File: config.mk
export PLATFORM = sky130hd
export DESIGN_NAME = unidade_entrada_saida
export DESIGN_NICKNAME = d
export VERILOG_FILES = /design/src/rtl/es_pkg.sv /design/src/rtl/debounce.sv /design/src/rtl/unidade_entrada_saida.sv
export SDC_FILE = /design/constraint.sdc
export NUM_CORES = 1
export LEC_CHECK = 0
export CAP_MARGIN = 20
export CORE_MARGIN = 1
export CORE_UTILIZATION = 30
export DETAILED_ROUTE_END_ITERATION = 7
export MAX_ROUTING_LAYER = met4
export RECOVER_POWER = 50
export SETUP_SLACK_MARGIN = 0.1
export SKIP_LAST_GASP = 1
export SLEW_MARGIN = 10
export SYNTH_ARGS = -nofsm -noshare
export SYNTH_HDL_FRONTEND = slang
export SYNTH_SLANG_ARGS = --single-unit
File: constraint.sdc
create_clock -name clk -period 3.7 [get_ports clk]
set_input_delay 0.555 -clock clk [delete_from_list [all_inputs] [get_ports clk]]
set_output_delay 0.555 -clock clk [all_outputs]
set_load 0.02 [all_outputs]
File: src/rtl/es_pkg.sv
// rtl/es_pkg.sv - sel_clock codes and FSM state type shared by the I/O unit and control unit
package es_pkg;

    localparam logic [1:0] SEL_NONE   = 2'b00;
    localparam logic [1:0] SEL_OUT    = 2'b01;
    localparam logic [1:0] SEL_IN     = 2'b10;
    localparam logic [1:0] SEL_FINISH = 2'b11;

    typedef enum logic [1:0] {
        ST_IDLE    = 2'b00,
        ST_IN_WAIT = 2'b01,
        ST_IN_DONE = 2'b10,
        ST_HALT    = 2'b11
    } es_state_t;

endpackage

File: src/rtl/debounce.sv
// rtl/debounce.sv - button synchronizer and debouncer with one-cycle rising-edge press pulse
module debounce #(
    parameter int DEBOUNCE_CYCLES = 4
) (
    input  logic clk,
    input  logic rst,
    input  logic btn,
    output logic press
);

    localparam int CW = $clog2(DEBOUNCE_CYCLES + 1);

    logic          sync1;
    logic          sync2;
    logic          level;
    logic [CW-1:0] cnt;
    logic          flip;

    // The current cycle is the last of DEBOUNCE_CYCLES consecutive mismatches.
    assign flip = (sync2 != level) && (cnt == CW'(DEBOUNCE_CYCLES - 1));

    always_ff @(posedge clk or posedge rst) begin
        if (rst) begin
            sync1 <= 1'b0;
            sync2 <= 1'b0;
            level <= 1'b0;
            cnt   <= '0;
            press <= 1'b0;
        end else begin
            sync1 <= btn;
            sync2 <= sync1;
            press <= flip && sync2;
            if (sync2 == level) begin
                cnt <= '0;
            end else if (flip) begin
                cnt   <= '0;
                level <= sync2;
            end else begin
                cnt <= cnt + CW'(1);
            end
        end
    end

endmodule

File: src/rtl/unidade_entrada_saida.sv
// rtl/unidade_entrada_saida.sv - I/O unit: switch input with operator confirm, display output, halt
module unidade_entrada_saida
    import es_pkg::*;
#(
    parameter int DATA_W          = 32,
    parameter int SW_W            = 16,
    parameter int DEBOUNCE_CYCLES = 4
) (
    input  logic              clk,
    input  logic              rst,
    input  logic [1:0]        sel_clock,
    input  logic [DATA_W-1:0] out_data,
    input  logic [SW_W-1:0]   switches,
    input  logic              btn_enter,
    output logic              stall,
    output logic [DATA_W-1:0] in_data,
    output logic              in_valid,
    output logic [DATA_W-1:0] display,
    output logic              display_valid,
    output logic              halted
);

    es_state_t state;
    es_state_t state_next;
    logic      press;

    debounce #(
        .DEBOUNCE_CYCLES(DEBOUNCE_CYCLES)
    ) u_debounce (
        .clk   (clk),
        .rst   (rst),
        .btn   (btn_enter),
        .press (press)
    );

    always_ff @(posedge clk or posedge rst) begin
        if (rst) begin
            state <= ST_IDLE;
        end else begin
            state <= state_next;
        end
    end

    always_comb begin
        state_next = state;
        case (state)
            ST_IDLE: begin
                if (sel_clock == SEL_IN) begin
                    state_next = ST_IN_WAIT;
                end else if (sel_clock == SEL_FINISH) begin
                    state_next = ST_HALT;
                end
            end
            ST_IN_WAIT: begin
                if (press) begin
                    state_next = ST_IN_DONE;
                end
            end
            // sel_clock still shows this IN instruction here, so it is not decoded.
            ST_IN_DONE: state_next = ST_IDLE;
            ST_HALT:    state_next = ST_HALT;
            default:    state_next = ST_IDLE;
        endcase
    end

    always_comb begin
        stall    = 1'b0;
        in_valid = 1'b0;
        halted   = 1'b0;
        case (state)
            ST_IDLE:    stall    = sel_clock[1];
            ST_IN_WAIT: stall    = 1'b1;
            ST_IN_DONE: in_valid = 1'b1;
            ST_HALT: begin
                stall  = 1'b1;
                halted = 1'b1;
            end
            default: ;
        endcase
        if (rst) begin
            stall = 1'b0;
        end
    end

    always_ff @(posedge clk or posedge rst) begin
        if (rst) begin
            in_data       <= '0;
            display       <= '0;
            display_valid <= 1'b0;
        end else begin
            if (state == ST_IN_WAIT && press) begin
                in_data <= DATA_W'(switches);
            end
            if (state == ST_IDLE && sel_clock == SEL_OUT) begin
                display       <= out_data;
                display_valid <= 1'b1;
            end
        end
    end

endmodule

* Word level (Yosys, flattened, before mapping)
Cells that the tools add are included.
Storage, ports and cells: register bits 58, latch bits 0, bits in writable memories 0, memory bits (read-only) 0, bits of input ports 53, output and inout port bits 68, word-level logic and storage cells 40, memories 0
Operators by class: add/sub/neg operators 1, $mul 0, divide/modulo/power cells 0, $lt $le $gt $ge 0, equal/unequal tests 11, shift operators 0, multiplexer cells 10, bitwise operators 1, reductions and logical operators 8
Operators with widths (count):
- $eq A2 B2 Y1 const B | 4
- $pmux W2 S4 | 1
- $mux W2 | 3
- $mux W3 | 2
- $eq A2 B1 Y1 const B | 2
- $logic_and A1 B1 Y1 | 4
- $reduce_and A2 Y1 | 2
- $add A3 B1 Y3 const B | 1
- $eq A3 B2 Y1 const B | 1
- $mux W1 | 3
- $ne A3 B3 Y1 const B | 1
- $logic_not A2 Y1 | 1
- $ne A2 B1 Y1 const B | 1
- $pmux W1 S2 | 1
- $reduce_or A2 Y1 | 1
- $eq A1 B1 Y1 | 1
- $ne A1 B1 Y1 | 1
- $not A1 Y1 | 1

* Longest topological paths before layout
Gate-level depths: netlist of the first run.
depth after elaboration 4, gate-level depth with buffers 6, depth with buffers taken out 5

* Cells and area by module
From an unflattened synthesis of the first run, not the netlist that was laid out.
Second synthesis, totals: cells, all modules 157, area total of the unflattened synthesis 2513.7 µm²
By module, submodules not included:
- unidade_entrada_saida | times used 1, cells each 141, area each 2253.4 µm²
- debounce | times used 1, cells each 16, area each 260.2 µm²

* Worst setup path before layout of the first run
No wires, ideal clock.
kind register -> output, start reg state[0], end out stall, arrival time 1.234 ns, required time 3.145 ns, setup slack 1.911 ns, stages on the path, launching flop included 4, buffers on the path 0, cell sequence dfrtp_1 inv_1 ha_1 nor3_1
On the way: word-level cells in the longest chain between the ends 4
Ends and longest elaborated chain:
- start, declared | line unidade_entrada_saida.sv:23 | es_state_t state;
- start signal, assigned | line unidade_entrada_saida.sv:40 | state <= state_next;
- $eq A2 B1 Y1 or $eq A2 B2 Y1 (tied branches) | line unidade_entrada_saida.sv:70 | case (state)
- $reduce_or A2 Y1 (no line)
- $pmux W1 S2 * | line unidade_entrada_saida.sv:70
- $mux W1 * | line unidade_entrada_saida.sv:80 | if (rst) begin
- end, declared | line unidade_entrada_saida.sv:15 | output logic stall,
Mark *: on every way between the ends. The rest lies on a longest branch, timed or not.

* Final worst setup path of the first run
Ends and elaborated chain as after synthesis.

==> run summary, run 1 <==
status: completed
crit path time final: 2.48 ns
HPWL after DPL: 3.39 mm
Cells on Worst Hold Path: 0
vias per inst: 4.06
Final Max Tran Viols: 0
crit start category: register
Final ANT Viol Nets: 0
Worst path depth: 5
clk buf depth: 2
Yosys reg bits: 58
VDD IR max: 375 µV
detailed-route via count: 1514
1st-pass router iterations: 4
routability cong.: 0.689
setup tns final: 0 ns
kind of critical path: register to output pin
Yosys top cell by area: dfrtp_1
asr flop ratio synth: 100%
setup bufs post-CTS: 0
clock root buffer: clkbuf_8
proportion of netlist area held by the largest area contributor: 58.7%
final core area utilization: 47.7%
Die X: 92.8 µm
Net Sw Power: 1070 µW
Synth Warn #: 0
drc violations: 0
DP Area: 0.00356 mm²
cts bufs inserted: 9
CP top delay family: buffers and inverters
Total GRT Usage: 12.4%
final layout net count: 325
ratio of cells with drive above 1 in the final layout: 24.4%
Reg power frac: 33.9%
CTS sink cnt: 58
count leader, synth: dfrtp_1
vias in the first global route: 1639
H-tree lvl count: 3
synth unique cells: 22
final wirelength: 4.79 mm
Synth Flop Type: dfrtp_1
GRT overflow: 0
number of synthesized flops with an enable pin: 0
CP Cell Sequence: inv_1, ha_1, a211oi_1, nor3_1, clkdlybuf4s50_1
worst-path maximum fanout: 4
P per Cell Area: 860 mW/mm²
FP Rows: 32
Reg area: 0.00145 mm²
register clock-pin slew on the reported worst setup and hold paths: 0.06 ns
largest net degree at the start of global routing: 35
synthesis-to-finish area growth: 51.3%
Resized cells post-CTS: 0
Fillers: 744
Antenna diodes: 0
Sw Ratio: 33.4%
clock power share: 17.5%
hold buffer count at cts: 0
Tcrit/Tclk final: 66.9%
Max Clk Rate: 0.404 GHz
CTS tree: yes
Max stage delay on crit path: 0.63 ns
antenna violations before repair: 0
crit path DAT: 1.92 ns
hold crit path type: register to register
core box area: 0.00785 mm²
average routed wire per standard cell: 12.8 µm
RSZ-0062 raised after global routing: no
Post-synth top cells: 58 x dfrtp_1, 29 x mux2_4, 20 x mux2_2
Final Hold Vio Count: 0
Mapped Area: 0.00247 mm²
die area: 0.00861 mm²
Reg2Reg Depth: 6
required time worst endpoint: 3.14 ns
Slew headroom: 38.8%
Mapped Cells: 154
synth top area cells: dfrtp_1 59%, mux2_4 18%, mux2_2 9.1%, buf_4 4.9%, ha_1 2.5%
Total Power: 3220 µW
logic gate share of total power: 48.5%
Avg Synthesized Cell Area: 16.1 µm²
1st-iter DRT viols: 46
Int Pwr: 2140 µW
clk_skew: 0.0104 ns
Die H: 92.8 µm
final instance area: 0.00374 mm²
Ports: 121
Crit path buffers/inverters: 2
Hold Slack: 0.356 ns
Max-cap violations: 0
IO Port Bufs: 104
CP endpoint kind: output pin
critical path's slowest cell: clkdlybuf4s50_1
first-pass GRT wire length: 7.85 mm
# setup viols final: 0
Initial Util: 31.5%
clk_lat worst skew: 0.33 ns
register area share after synthesis: 58.7%
area of the multi-input gates: 896 µm²
Leakage Power: 0.00172 µW
Slew @ Worst Pin: 0.917 ns
==> registers in the layout (all words and copies together), names as in the netlist <==
register	flops
display_valid	1
state	2
u_debounce.level	1
u_debounce.sync2	1
u_debounce.sync1	1
display	32
u_debounce.cnt	3
u_debounce.press	1
in_data	16
==> cell usage in the layout, fill, tap and decap left out, types with 4 or more instances in the layout <==
cell type	netlist	routed
dfrtp_1	58	58
inv_1	4	4
ha_1	5	5
clkbuf_8	0	10
clkdlybuf4s50_1	0	102
conb_1	1	16
mux2_2	20	20
mux2_4	29	28
==> final cells by class <==
cell class                      count  area share [%]
Clock buffer                       10            3.68
Multi-Input combinational cell     87            23.9
Tap cell                          102            3.41
Timing Repair Buffer              107            28.3
Sequential cell                    58            38.8
Clock inverter                      5            1.47
Inverter                            4           0.401
==> cell families after synthesis <==
logic type / after synthesis / synth area share (%)
AO/OA/AOI/OAI: 3 / 0.809
XOR/XNOR: 1 / 0.354
adder cells (fa/ha/maj): 5 / 2.53
buffers and inverters: 24 / 7.03
flip-flops: 58 / 58.7
multiplexers: 51 / 27.5
other: 1 / 0.152
AND/OR/NAND/NOR: 11 / 2.93
==> power by group through the flow <==
stage,clock network (µW),logic (µW),registers [µW]
after floorplan,0,553,1430
after global placement,0,1580,1100
after detailed placement,0,1590,1100
after CTS,590,1590,1100
after global routing,622,1650,1140
final,565,1560,1090
==> worst reg2reg max path: stages (launching register included) <==
cell and delay (ns):
dfrtp_1 0.38, inv_1 0.09, ha_1 0.25, and2b_1 0.19, nand2_1 0.32, buf_4 0.38
mux2_2 0.38
==> stage by stage <==
stage / setup slack, ns / std cells
after floorplan: 1.72 / 169
after global placement: 1.25 / 358
after detailed placement: 1.25 / 358
after CTS: 1.20 / 373
after global routing: 1.11 / 373
final: 1.22 / 373
==> final timing paths <==
path                                            start                          to  slack (ns)
min reg2reg                u_debounce.sync1$_DFF_PP0_  u_debounce.sync2$_DFF_PP0_        0.36
min in group asynchronous                         rst      display[1]$_DFFE_PP0P_        0.90
max reg2reg                      state[0]$_DFFE_PP0P_     display[25]$_DFFE_PP0P_        1.60
max in group asynchronous                         rst     display[11]$_DFFE_PP0P_        1.48
max                              state[0]$_DFFE_PP0P_                       stall        1.22
min                        u_debounce.sync1$_DFF_PP0_  u_debounce.sync2$_DFF_PP0_        0.36
==> routing by layer <==
| metal | part of all wire [%] | global-route usage, % | vias up |
|---|---|---|---|
| li1 | - | - | 712 |
| met1 | 45 | 15.7 | 717 |
| met2 | 45 | 17.8 | 79 |
| met3 | 8.2 | 5.34 | 6 |
| met4 | 1.5 | 4.23 | 0 |
| met5 | 0 | - | - |
(Power assumes the default switching activity.)
==> run 2: changes to the inputs <==
- clock period: 3.7 -> 2.5 ns (I/O delays scaled with it)
==> run 2 against run 1 <==
  * Final area up 0.84%
  * Non-clock buffer count is the same
  * Largest power group unchanged
  * Critical endpoint is now display[25]$_DFFE_PP0P_
  * Hold slack gained 0.0075 ns
  * Combinational power is 49% higher
  * Critical path type is now register to register
  * Largest cell class unchanged
  * Final cell count grew 0.27%
==> run summary, run 2 (synthesis results as in run 1) <==
final instance area: 0.00377 mm² (+0.84%)
first-pass GRT wire length: 7.64 mm (-2.6%)
required time worst endpoint: 2.71 ns (-0.43 ns)
Final Hold Vio Count: 0 (unchanged)
crit path time final: 2.11 ns
kind of critical path: register to register
clk_lat worst skew: 0.32 ns (about the same)
VDD IR max: 495 µV (+32%)
Reg-to-Reg Start: state[0]$_DFFE_PP0P_
Initial Util: 31.5% (unchanged)
FF-to-FF End: display[25]$_DFFE_PP0P_
cts bufs inserted: 9 (unchanged)
crit path DAT: 2.32 ns (+0.40 ns)
HP Start: u_debounce.sync1$_DFF_PP0_
ratio of cells with drive above 1 in the final layout: 25.4% (+1.0 points)
H-tree lvl count: 3 (unchanged)
logic gate share of total power: 47.9% (-0.6 points)
RSZ-0062 raised after global routing: no
most frequent cells in the layout: 101 x clkdlybuf4s50_1, 58 x dfrtp_1, 29 x mux2_4
worst-path maximum fanout: 24 (+20)
Slew @ Worst Pin: 1.38 ns (+0.464 ns)
GRT overflow: 0 (unchanged)
core box area: 0.00785 mm² (unchanged)
Die H: 92.8 µm (unchanged)
Total GRT Usage: 11.9% (-0.51 points)
Cells on Worst Hold Path: 0 (unchanged)
synthesis-to-finish area growth: 52.6%
R2R Setup Slk: 0.39 ns (-1.21 ns)
Leakage Power: 0.00175 µW (+1.6%)
# setup viols final: 0 (unchanged)
clock root buffer: clkbuf_8
commonest non-fill, non-tap cell in the layout: clkdlybuf4s50_1
Most flops, register: display
setup bufs post-CTS: 0 (unchanged)
1st-iter DRT viols: 22 (-52%)
1st-pass router iterations: 4 (unchanged)
Reg2Reg Depth: 6 (unchanged)
status: completed
largest net degree at the start of global routing: 59 (+69%)
CTS sink cnt: 58 (unchanged)
vias in the first global route: 1610 (-1.8%)
CTS tree: yes
Net Sw Power: 1590 µW (+48%)
hold buffer count at cts: 0 (unchanged)
Tcrit/Tclk final: 84.6%
P per Cell Area: 1290 mW/mm² (+50%)
Final Max Tran Viols: 0 (unchanged)
hold crit path type: register to register
detailed-route via count: 1542 (+1.8%)
Die X: 92.8 µm (unchanged)
max FFs per register: 32 (unchanged)
setup tns final: 0 ns (unchanged)
final wirelength: 4.62 mm (-3.7%)
Ports: 121 (unchanged)
Antenna diodes: 0 (unchanged)
crit path from: state[0]$_DFFE_PP0P_
vias per inst: 4.12 (+1.6%)
crit start category: register
IO Port Bufs: 104 (unchanged)
Hold Slack: 0.364 ns (+0.00754 ns)
PnR worst setup slack: 0.386 ns (-0.839 ns)
drc violations: 0 (unchanged)
Setup WS pre-CTS: 0.402 ns (-0.845 ns)
clock power share: 19.0% (+1.5 points)
die area: 0.00861 mm² (unchanged)
Max-cap violations: 0 (unchanged)
Max Clk Rate: 0.473 GHz
CP endpoint kind: register
DP Area: 0.00359 mm² (+0.70%)
FP Rows: 32 (unchanged)
routability cong.: 0.733 (+6.4%)
average routed wire per standard cell: 12.3 µm (-3.9%)
Largest regs: display: 32 flops, in_data: 16 flops, u_debounce.cnt: 3 flops
HPWL after DPL: 3.26 mm (-3.6%)
clk_skew: 0.0101 ns (-0.000340 ns)
Sw Ratio: 32.8% (-0.59 points)
Final ANT Viol Nets: 0 (unchanged)
Slew headroom: 7.95% (-31 points)
hold path endpoint: u_debounce.sync2$_DFF_PP0_
Reg power frac: 33.2% (-0.7 points)
Int Pwr: 3260 µW (+52%)
antenna violations before repair: 0 (unchanged)
clk buf depth: 2 (unchanged)
final layout net count: 325 (unchanged)
register clock-pin slew on the reported worst setup and hold paths: 0.07 ns (about the same)
## run 2: timing repair
item,in CTS,in global routing
endpoints found under the hold margin,0,0
setup endpoints to repair,0,1
gates resized for setup,0,1
## run 2: worst max path at each step
stage,endpoint,slack (ns),cells after the start
2_1_floorplan,display[0]$_DFFE_PP0P_,0.70,1
6_report,display[25]$_DFFE_PP0P_,0.39,6
3_3_place_gp,stall,0.41,4
3_5_place_dp,stall,0.40,4
4_1_cts,stall,0.18,5
5_1_grt,display[25]$_DFFE_PP0P_,0.24,6
## run 2: power by group through the flow
stage | clock (µW) | sequential (µW) | combinational [µW]
after CTS | 960 | 1620 | 2370
after global placement | 0 | 1620 | 2340
final | 921 | 1610 | 2320
after floorplan | 0 | 2110 | 819
after global routing | 1010 | 1680 | 2460
after detailed placement | 0 | 1620 | 2360
## run 2: critical path, stage by stage (launching register included)
cell and delay [ns]:
dfrtp_1 0.37, inv_1 0.08, ha_1 0.24, and2b_1 0.19, nand2_2 0.07, clkbuf_2 0.63
mux2_2 0.41
## run 2: final cells by class
type | count | area [µm²]
fill | 736 | 4070
sequential | 58 | 1450
timing repair buffer | 107 | 1060
multi-input combinational | 87 | 902
tap | 102 | 128
clock buffer | 9 | 124
clock inverter | 7 | 93.8
inverter | 4 | 15.0
## run 2: metal layers
layer	global-route usage (%)	part of all wire, %	wire, µm	up-vias
met5	-	0	0	-
met4	5.77	0.91	42	0
met3	3.69	8.9	412	6
met2	16.9	47	2150	79
met1	15.4	43	2010	735
li1	-	-	-	722
## run 2: metrics by stage
| step | total power (µW) | std cells | util [%] |
|---|---|---|---|
| 6_report | 4850 | 374 | 48.1 |
| 5_1_grt | 5140 | 374 | 48.1 |
| 4_1_cts | 4950 | 374 | 48.5 |
| 3_5_place_dp | 3980 | 358 | 45.7 |
| 3_3_place_gp | 3960 | 358 | 45.7 |
| 2_1_floorplan | 2930 | 169 | - |
==> run 3: changes to the inputs <==
- clock period: 2.5 -> 1.75 ns (I/O delays scaled with it)
==> run 3 against run 2 <==
  * Clock power grew 21%
  * Combinational power rose by 51%
  * Hold slack worse by 0.012 ns
  * Critical path depth fell by 1
  * Highest routed layer unchanged
==> run summary, run 3 (synthesis results as in run 1) <==
DP Area: 0.00368 mm² (+2.5%)
most frequent cells in the layout: 94 x clkdlybuf4s50_1, 58 x dfrtp_1, 29 x mux2_4
final cell count without fillers: 387 (+3.5%)
Reg power frac: 33.2% (about the same)
crit path from: state[0]$_DFFE_PP0P_
CTS tree: yes
Int Pwr: 4610 µW (+41%)
HPWL after DPL: 3.60 mm (+10%)
clock power share: 16.1% (-2.9 points)
Critical Path Sink: stall
Tcrit/Tclk final: 96.9%
Antenna diodes: 0 (unchanged)
die area: 0.00861 mm² (unchanged)
clock root buffer: clkbuf_8
synthesis-to-finish area growth: 58.4%
FF-to-FF End: in_data[2]$_DFFE_PP0P_
crit start category: register
core box area: 0.00785 mm² (unchanged)
vias in the first global route: 1704 (+5.8%)
Total GRT Usage: 12.7% (+0.75 points)
status: completed
GRT overflow: 0 (unchanged)
average routed wire per standard cell: 13.4 µm (+8.5%)
drc violations: 0 (unchanged)
crit path time final: 1.70 ns
logic gate share of total power: 50.7% (+2.8 points)
final wirelength: 5.19 mm (+12%)
antenna violations before repair: 0 (unchanged)
detailed-route via count: 1597 (+3.6%)
Die X: 92.8 µm (unchanged)
ratio of cells with drive above 1 in the final layout: 31.6% (+6.2 points)
required time worst endpoint: 1.49 ns (-1.22 ns)
clk_lat worst skew: 0.32 ns (about the same)
Max Clk Rate: 0.590 GHz
Ports: 121 (unchanged)
HP Start: u_debounce.sync1$_DFF_PP0_
R2R Setup Slk: 0.11 ns (-0.28 ns)
final core area utilization: 49.9% (+1.8 points)
worst-path maximum fanout: 3 (-88%)
VDD IR max: 760 µV (+54%)
# setup viols final: 0 (unchanged)
Largest regs: display: 32 flops, in_data: 16 flops, u_debounce.cnt: 3 flops
Die H: 92.8 µm (unchanged)
cts bufs inserted: 9 (unchanged)
CP endpoint kind: output pin
CTS sink cnt: 58 (unchanged)
placed insts: 366 (+2.2%)
Sw Ratio: 33.5% (+0.69 points)
max FFs per register: 32 (unchanged)
H-tree lvl count: 3 (unchanged)
kind of critical path: register to output pin
Reg-to-Reg Start: state[0]$_DFFE_PP0P_
final layout net count: 338 (+4.0%)
Final Hold Vio Count: 0 (unchanged)
Net Sw Power: 2320 µW (+46%)
Reg2Reg Depth: 6 (unchanged)
1st-pass router iterations: 2 (-2)
Final ANT Viol Nets: 0 (unchanged)
Most flops, register: display
Slew headroom: 44.5% (+37 points)
final instance area: 0.00392 mm² (+3.8%)
Slew @ Worst Pin: 0.828 ns (-0.553 ns)
P per Cell Area: 1770 mW/mm² (+37%)
Initial Util: 31.5% (unchanged)
IO Port Bufs: 104 (unchanged)
Total Power: 6920 µW (+43%)
crit path DAT: 1.43 ns (-0.89 ns)
hold crit path type: register to register
routability cong.: 0.710 (-3.2%)
1st-iter DRT viols: 27 (+23%)
Leakage Power: 0.00182 µW (+4.1%)
FP Rows: 32 (unchanged)
commonest non-fill, non-tap cell in the layout: clkdlybuf4s50_1
Final Max Tran Viols: 0 (unchanged)
clk_skew: 0.00297 ns (-0.00711 ns)
first-pass GRT wire length: 8.11 mm (+6.2%)
Max-cap violations: 0 (unchanged)
clk buf depth: 2 (unchanged)
vias per inst: 4.13 (about the same)
register clock-pin slew on the reported worst setup and hold paths: 0.06 ns (about the same)
RSZ-0062 raised after global routing: yes
largest net degree at the start of global routing: 25 (-58%)
run 3: cell count changes in the layout (fill, tap and decap cells not counted), moves of 2 or more:
| cell | before | now |
|---|---|---|
| buf_4 | 1 | 9 |
| bufinv_16 | 2 | 0 |
| clkbuf_1 | 0 | 3 |
| clkbuf_16 | 0 | 2 |
| clkbuf_8 | 9 | 12 |
| clkdlybuf4s50_1 | 101 | 94 |
| clkinvlp_4 | 2 | 0 |
| dlygate4sd3_1 | 2 | 7 |
| ha_1 | 5 | 3 |
| ha_4 | 0 | 2 |
| inv_1 | 3 | 1 |
| inv_2 | 0 | 2 |
run 3: metal layers:
metal  routed length, µm  GRT usage (%)
met1                2280           15.5
met2                2410           19.0
met3                 412           3.28
met4                  77           6.92
met5                   0              -
run 3: worst max-delay path: stages (launching register included):
cell and delay (ns):
dfrtp_1 0.40, buf_4 0.15, ha_4 0.15, a211oi_2 0.17, nor3_2 0.08, buf_4 0.16
run 3: per-stage QoR:
stage | TNS [ns] | worst slack [ns] | hold WS (ns)
finish | 0 | 0.0549 | 0.352
CTS | -0.0147 | -0.0147 | 0.349
global placement | -0.467 | -0.105 | 0.333
floorplan | 0 | 0.198 | 0.294
global route | -0.000654 | -0.000654 | 0.367
detailed placement | -0.477 | -0.179 | 0.341
run 3: layout make-up:
type / instances / area (µm²)
inverter: 4 / 16.3
multi-input combinational: 87 / 943
clock buffer: 14 / 173
sequential: 58 / 1450
timing repair buffer: 120 / 1200
tap: 102 / 128
fill: 720 / 3930
clock inverter: 2 / 10.0
run 3: worst min path at each step:
| stage | endpoint | slack [ns] | cells past startpoint |
|---|---|---|---|
| 5_1_grt | u_debounce.sync2$_DFF_PP0_ | 0.37 | 0 |
| 4_1_cts | in_data[9]$_DFFE_PP0P_ | 0.35 | 2 |
| 2_1_floorplan | u_debounce.sync1$_DFF_PP0_ | 0.29 | 0 |
| 3_3_place_gp | u_debounce.sync2$_DFF_PP0_ | 0.33 | 0 |
| 6_report | u_debounce.sync2$_DFF_PP0_ | 0.35 | 0 |
| 3_5_place_dp | u_debounce.sync2$_DFF_PP0_ | 0.34 | 0 |
run 3: power groups by stage:
stage | logic, µW | clock network, µW | registers [µW]
detailed placement | 3450 | 0 | 2320
finish | 3510 | 1110 | 2300
global placement | 3420 | 0 | 2310
global route | 3720 | 1220 | 2380
CTS | 3530 | 1160 | 2310
floorplan | 1170 | 0 | 3020
run 3: what timing repair did:
item                                   CTS  global route
cloned                                   0             3
pin swaps                                3             1
resized for setup                       19             4
setup endpoints to repair               27            25
endpoints found under the hold margin    0             0
hold buffers                             0             0
setup buffers                            2             0
